$ cat config.mk
export PLATFORM = sky130hd
export DESIGN_NAME = regfile_sb
export DESIGN_NICKNAME = d
export VERILOG_FILES = /design/src/rtl/regfile_sb.sv
export SDC_FILE = /design/constraint.sdc
export NUM_CORES = 2
export LEC_CHECK = 0
export CORE_AREA = 5 5 359 361
export CTS_CLUSTER_DIAMETER = 60
export DETAILED_ROUTE_END_ITERATION = 12
export DIE_AREA = 0 0 364 366
export DONT_BUFFER_PORTS = 1
export HOLD_SLACK_MARGIN = 0.15
export RECOVER_POWER = 25
export SYNTH_ARGS = -nofsm -noshare
export SYNTH_HDL_FRONTEND = slang
export SYNTH_SLANG_ARGS = --single-unit
$ cat constraint.sdc
create_clock -name clk -period 4.8 [get_ports clk]
set_input_delay 0.72 -clock clk [delete_from_list [all_inputs] [get_ports clk]]
set_output_delay 0.72 -clock clk [all_outputs]
set_load 0.01 [all_outputs]
$ cat src/rtl/regfile_sb.sv
// regfile_sb: 32-entry integer register file with a per-register busy
// scoreboard. Two combinational read ports with same-cycle write-back
// bypass, one write-back port, and an issue port that marks a destination
// busy until its write-back arrives. stall_o flags a read whose source is
// still owed by an in-flight producer.

`ifndef RDATA_WIDTH
`define RDATA_WIDTH 32
`endif
`ifndef RADDR_WIDTH
`define RADDR_WIDTH 5
`endif

module regfile_sb (
   input  logic                    clk,
   input  logic                    rst_n,
   input  logic [`RADDR_WIDTH-1:0] reg1_raddr_i,
   input  logic                    reg1_re_i,
   input  logic [`RADDR_WIDTH-1:0] reg2_raddr_i,
   input  logic                    reg2_re_i,
   output logic [`RDATA_WIDTH-1:0] reg1_rdata_o,
   output logic [`RDATA_WIDTH-1:0] reg2_rdata_o,
   input  logic                    we_i,
   input  logic [`RADDR_WIDTH-1:0] waddr_i,
   input  logic [`RDATA_WIDTH-1:0] wdata_i,
   input  logic                    issue_i,
   input  logic [`RADDR_WIDTH-1:0] issue_waddr_i,
   output logic                    stall_o,
   output logic [31:0]             pending_o
);

   localparam int NUM_RD = 2;

   logic [`RDATA_WIDTH-1:0] regs [32];
   logic [31:0]             busy;
   logic [31:0]             wr_hit;
   logic [31:0]             iss_hit;

   logic [NUM_RD-1:0][`RADDR_WIDTH-1:0] rd_addr;
   logic [NUM_RD-1:0]                   rd_en;
   logic [NUM_RD-1:0][`RDATA_WIDTH-1:0] rd_data;
   logic [NUM_RD-1:0]                   rd_blk;

   // One-hot decode of write-back and issue targets; bit 0 never hits
   always_comb begin
      wr_hit  = '0;
      iss_hit = '0;
      if (we_i)    wr_hit  = 32'b1 << waddr_i;
      if (issue_i) iss_hit = 32'b1 << issue_waddr_i;
      wr_hit[0]  = 1'b0;
      iss_hit[0] = 1'b0;
   end

   // Register storage; x0 is held at zero so every entry has a driver
   always_ff @(posedge clk) begin
      for (int i = 0; i < 32; i++) begin
         if (!rst_n || i == 0)
            regs[i] <= '0;
         else if (wr_hit[i])
            regs[i] <= wdata_i;
      end
   end

   // Scoreboard: write-back clears, issue sets, a new issue beats a retiring write
   always_ff @(posedge clk) begin
      if (!rst_n)
         busy <= '0;
      else
         busy <= (busy & ~wr_hit) | iss_hit;
   end

   assign rd_addr   = {reg2_raddr_i, reg1_raddr_i};
   assign rd_en     = {reg2_re_i, reg1_re_i};
   assign reg1_rdata_o = rd_data[0];
   assign reg2_rdata_o = rd_data[1];

   for (genvar p = 0; p < NUM_RD; p++) begin : g_rd
      logic bypass;
      assign bypass = we_i && (waddr_i == rd_addr[p]) && (rd_addr[p] != '0);

      // Read mux with same-cycle write-back forwarding and hazard detect
      always_comb begin
         rd_data[p] = '0;
         rd_blk[p]  = 1'b0;
         if (rd_en[p] && rd_addr[p] != '0) begin
            rd_data[p] = bypass ? wdata_i : regs[rd_addr[p]];
            rd_blk[p]  = busy[rd_addr[p]] && !bypass;
         end
      end
   end

   assign stall_o   = |rd_blk;
   assign pending_o = busy;

endmodule
==> results.py <==
metrics = {
    "timing": {
        "finalHoldViolCount": 0,
        "drv_slew": 625,
        "slew_headroom_pct": -134.0,
        "final-setup-viol-count": 0,
        "rsz0062_at_grt": "no",
        "tightest_slew_ns": 3.509,
        "fin_tns_setup_ns": 0,
        "skew_ns": 0,
        "fmax_mhz": 228.5,
        "period_minus_slack_ns": 4.377,
        "final.period_utilization_pct": 91.19,
    },
    "clock_network": {
        "hold_buffers": 7,
        "cts.repair.resized": 0,
        "clk_latency_ns": 0.70,
        "cts_tree": "yes",
        "clock-sinks": 1023,
        "cts_buffers": 111,
        "clk_pin_slew_ns": 0.06,
        "h-tree-depth": 3,
        "cts_buffer_depth": 3,
        "clockRootBuffer": "clkbuf_16",
        "cts_setup_buffers": 0,
    },
    "logic_synthesis": {
        "synth_flop_cell": "edfxtp_1",
        "synthSimpleGateAreaFrac_pct": 14.19,
        "synth_xor_area_share_pct": 0.1407,
        "synth_fa_ha_area_share_pct": 0,
        "syn_inst": 4046,
        "syn_area_um2": 56030,
        "muxShareOfSynthArea_pct": 20.79,
        "ys_warn_count": 0,
        "ys_ff_latch": 1023,
        "synth-async-reset-ratio_pct": 0,
        "synth_compound_area_share_pct": 6.322,
        "synth_top_family_by_area": "multiplexers",
        "synth_cell_type_count": 66,
        "syn_area_per_cell_um2": 13.85,
        "syn-num-nets": 4104,
        "synth_edf_count": 992,
        "ys_seq_area_share_pct": 54.28,
    },
    "layout": {
        "regArea_um2": 30410,
        "stdcell_count": 5602,
        "fin_nets": 3919,
        "synthToLayoutAreaGrowth_pct": 8.598,
        "n_fill_cell": 10580,
        "final_common_cell": "edfxtp_1",
        "multi_input_area_um2": 23510,
        "drive_above_1_share_pct": 22.77,
        "layout_common_cells": "edfxtp_1 (992), and2_1 (846), mux4_2 (352)",
    },
    "critical_path": {
        "worst-r2r-setup-slack_ns": 3.34,
        "crit_path_start": "reg1_raddr_i[1]",
        "r2r_cells": 3,
        "endpoint_kind": "output pin",
        "path_buf_inv": 2,
        "slowest_delay_ns": 0.91,
        "path_cells": "or3b_2 > o221ai_1 > a211oi_1 > nor3_1 > nor3_1 > buf_4 > buf_4",
        "cp_max_fo": 259,
        "cp_top_family": "simple AND/OR/NAND/NOR gates",
        "r2r-start": "pending_o[4]$_SDFF_PN0_",
        "crit_slowest_cell": "or3b_2",
        "rr_endpoint": "pending_o[4]$_SDFF_PN0_",
        "critPathArrivalTime_ns": 3.66,
        "path_class": "in2out",
        "cp.required_ns": 4.08,
        "start_kind": "input port",
    },
    "placed_design": {
        "portBuffers": 0,
        "dp_hpwl_mm": 116.5,
        "gp_congestion": 0.8796,
        "place_inst": 5391,
    },
    "detailed_routing": {
        "vias": 36450,
        "wl_per_cell_um": 34.95,
        "viasPerCell": 6.507,
        "drt_wl_total_mm": 195.8,
        "postRouteAntennaNets": 0,
        "drtIter0Drc": 5250,
        "dr.pass1.iters": 5,
        "drc": 0,
    },
    "global_routing": {
        "grt_pass1_wl_mm": 276.1,
        "grt_max_degree": 312,
        "grt.overflow.total": 0,
        "antenna_found_initial": 14,
        "grt_usage_pct": 28.89,
        "grt_pass1_vias": 36310,
    },
    "worst_hold_path": {
        "min_path_cells": 1,
        "worstHoldStart": "wdata_i[14]",
        "holdPathEnd": "regs[27][14]$_SDFFCE_PN0P_",
        "min_path_type": "in2reg",
    },
    "power_and_ir_drop": {
        "p_seq_share_pct": 49.5,
        "power.net_switching_mw": 5.141,
        "ir_worst_vdd_mv": 0.2828,
        "pwr-share-comb_pct": 10.4,
        "power_density_nw_per_um2": 350.0,
        "switching_share_pct": 24.15,
        "p_leak_nw": 20.35,
        "clkPwrFrac_pct": 40.1,
        "p_int_mw": 16.15,
    },
    "floorplanning": {
        "ioPinCount": 155,
        "initial_core_util_pct": 44.79,
        "fp.coreArea_um2": 125100,
        "die-width_um": 364,
        "rows": 130,
        "design.die.area_um2": 133200,
        "die_h_um": 366,
    },
    "run": {
        "drv_cap": 27,
    },
    "outcome": {
        "violations": "max-capacitance violations, max-slew violations",
        "outcome": "finished with violations",
    },
}
-- kinds of logic after synthesis --
family,Yosys count
AND/OR/NAND/NOR,1338
flip-flops,1023
multiplexers,690
AO/OA/AOI/OAI,499
buffers and inverters,486
XOR/XNOR,9
other,1
-- stage by stage --
step           instance area [um^2]  utilization (%)  hold WS [ns]  total power, mW  setup slack, ns
5_1_grt                       60840            48.64        0.1558            21.83           0.5634
6_report                      60840            48.64        0.1955            21.29           0.4228
2_1_floorplan                 56030                -        0.5007            12.32           0.4349
4_1_cts                       61110            48.85        0.1500            21.32           0.6923
3_5_place_dp                  57490            45.96        0.5622            12.88           0.7140
3_3_place_gp                  57490            45.96        0.5516            12.86           0.7324
-- sequential cells by signal, summed over array words and instances, names as in the netlist --
| signal | flops |
|---|---|
| pending_o | 31 |
| regs | 992 |
-- synthesized netlist by cell type (5+ instances only) --
cell	number	area share, %
o21ai_1	5	0.045
clkbuf_2	11	0.098
nor2b_1	6	0.067
buf_4	29	0.39
nor4_2	6	0.13
mux4_2	352	14
mux2i_1	152	2.7
o21ai_0	121	1.1
a221oi_1	94	1.5
and3_1	20	0.22
buf_2	109	0.97
and4b_1	5	0.089
a32oi_1	5	0.078
clkbuf_1	253	1.7
nand4_1	5	0.056
nor3_2	5	0.089
or2_2	6	0.067
nor3_1	105	0.94
a22o_1	7	0.11
a211oi_1	25	0.33
a22oi_1	49	0.66
inv_1	36	0.24
nor2_1	128	0.86
o32a_1	19	0.34
mux2_2	179	3.6
o221ai_1	32	0.50
mux4_1	7	0.33
o31ai_1	24	0.32
edfxtp_1	992	53
buf_6	33	0.66
xnor2_1	6	0.094
or3_1	7	0.078
nand3b_1	9	0.12
o22ai_1	69	0.77
buf_1	7	0.047
o2bb2ai_1	7	0.11
nand2_1	35	0.23
a21oi_1	25	0.22
and2_1	963	11
nand2b_1	11	0.12
dfxtp_1	31	1.1
-- layer usage --
| layer | track usage, % | up-vias | wire, um | part of all wire [%] |
|---|---|---|---|---|
| met3 | 7.041 | 432 | 21020 | 11 |
| met2 | 44.55 | 2241 | 88320 | 45 |
| met4 | 11.35 | 2 | 9599 | 4.9 |
| met1 | 39.64 | 18660 | 76820 | 39 |
| li1 | - | 15110 | - | - |
| met5 | 0 | - | 15 | 0.0077 |
-- worst max path at each step --
stage / cells past startpoint / slack [ns] / endpoint
after floorplan: 4 / 0.43 / regs[10][0]$_SDFFCE_PN0P_
after global placement: 7 / 0.73 / reg1_rdata_o[17]
after detailed placement: 7 / 0.71 / reg1_rdata_o[17]
after CTS: 7 / 0.69 / reg1_rdata_o[17]
after global routing: 8 / 0.56 / reg1_rdata_o[22]
final: 7 / 0.42 / reg1_rdata_o[17]
-- power groups by stage --
stage               clock network (mW)  registers, mW  logic, mW
finish                            8.54           10.5       2.22
global placement                     0           10.7       2.18
floorplan                            0           10.6       1.69
global route                      8.98           10.6       2.27
detailed placement                   0           10.7       2.18
CTS                               8.62           10.5       2.19
-- cell type report --
type / instances / area share [%]
inverters: 39 / 0.2406
well taps: 1650 / 3.393
diodes: 3 / 0.01234
flip-flops and latches: 1023 / 49.98
repair buffers: 149 / 1.908
clock inverters: 77 / 1.100
multi-input cells: 2537 / 38.64
clock buffers: 124 / 4.728
Note: power is estimated with default switching activity, not from simulation.
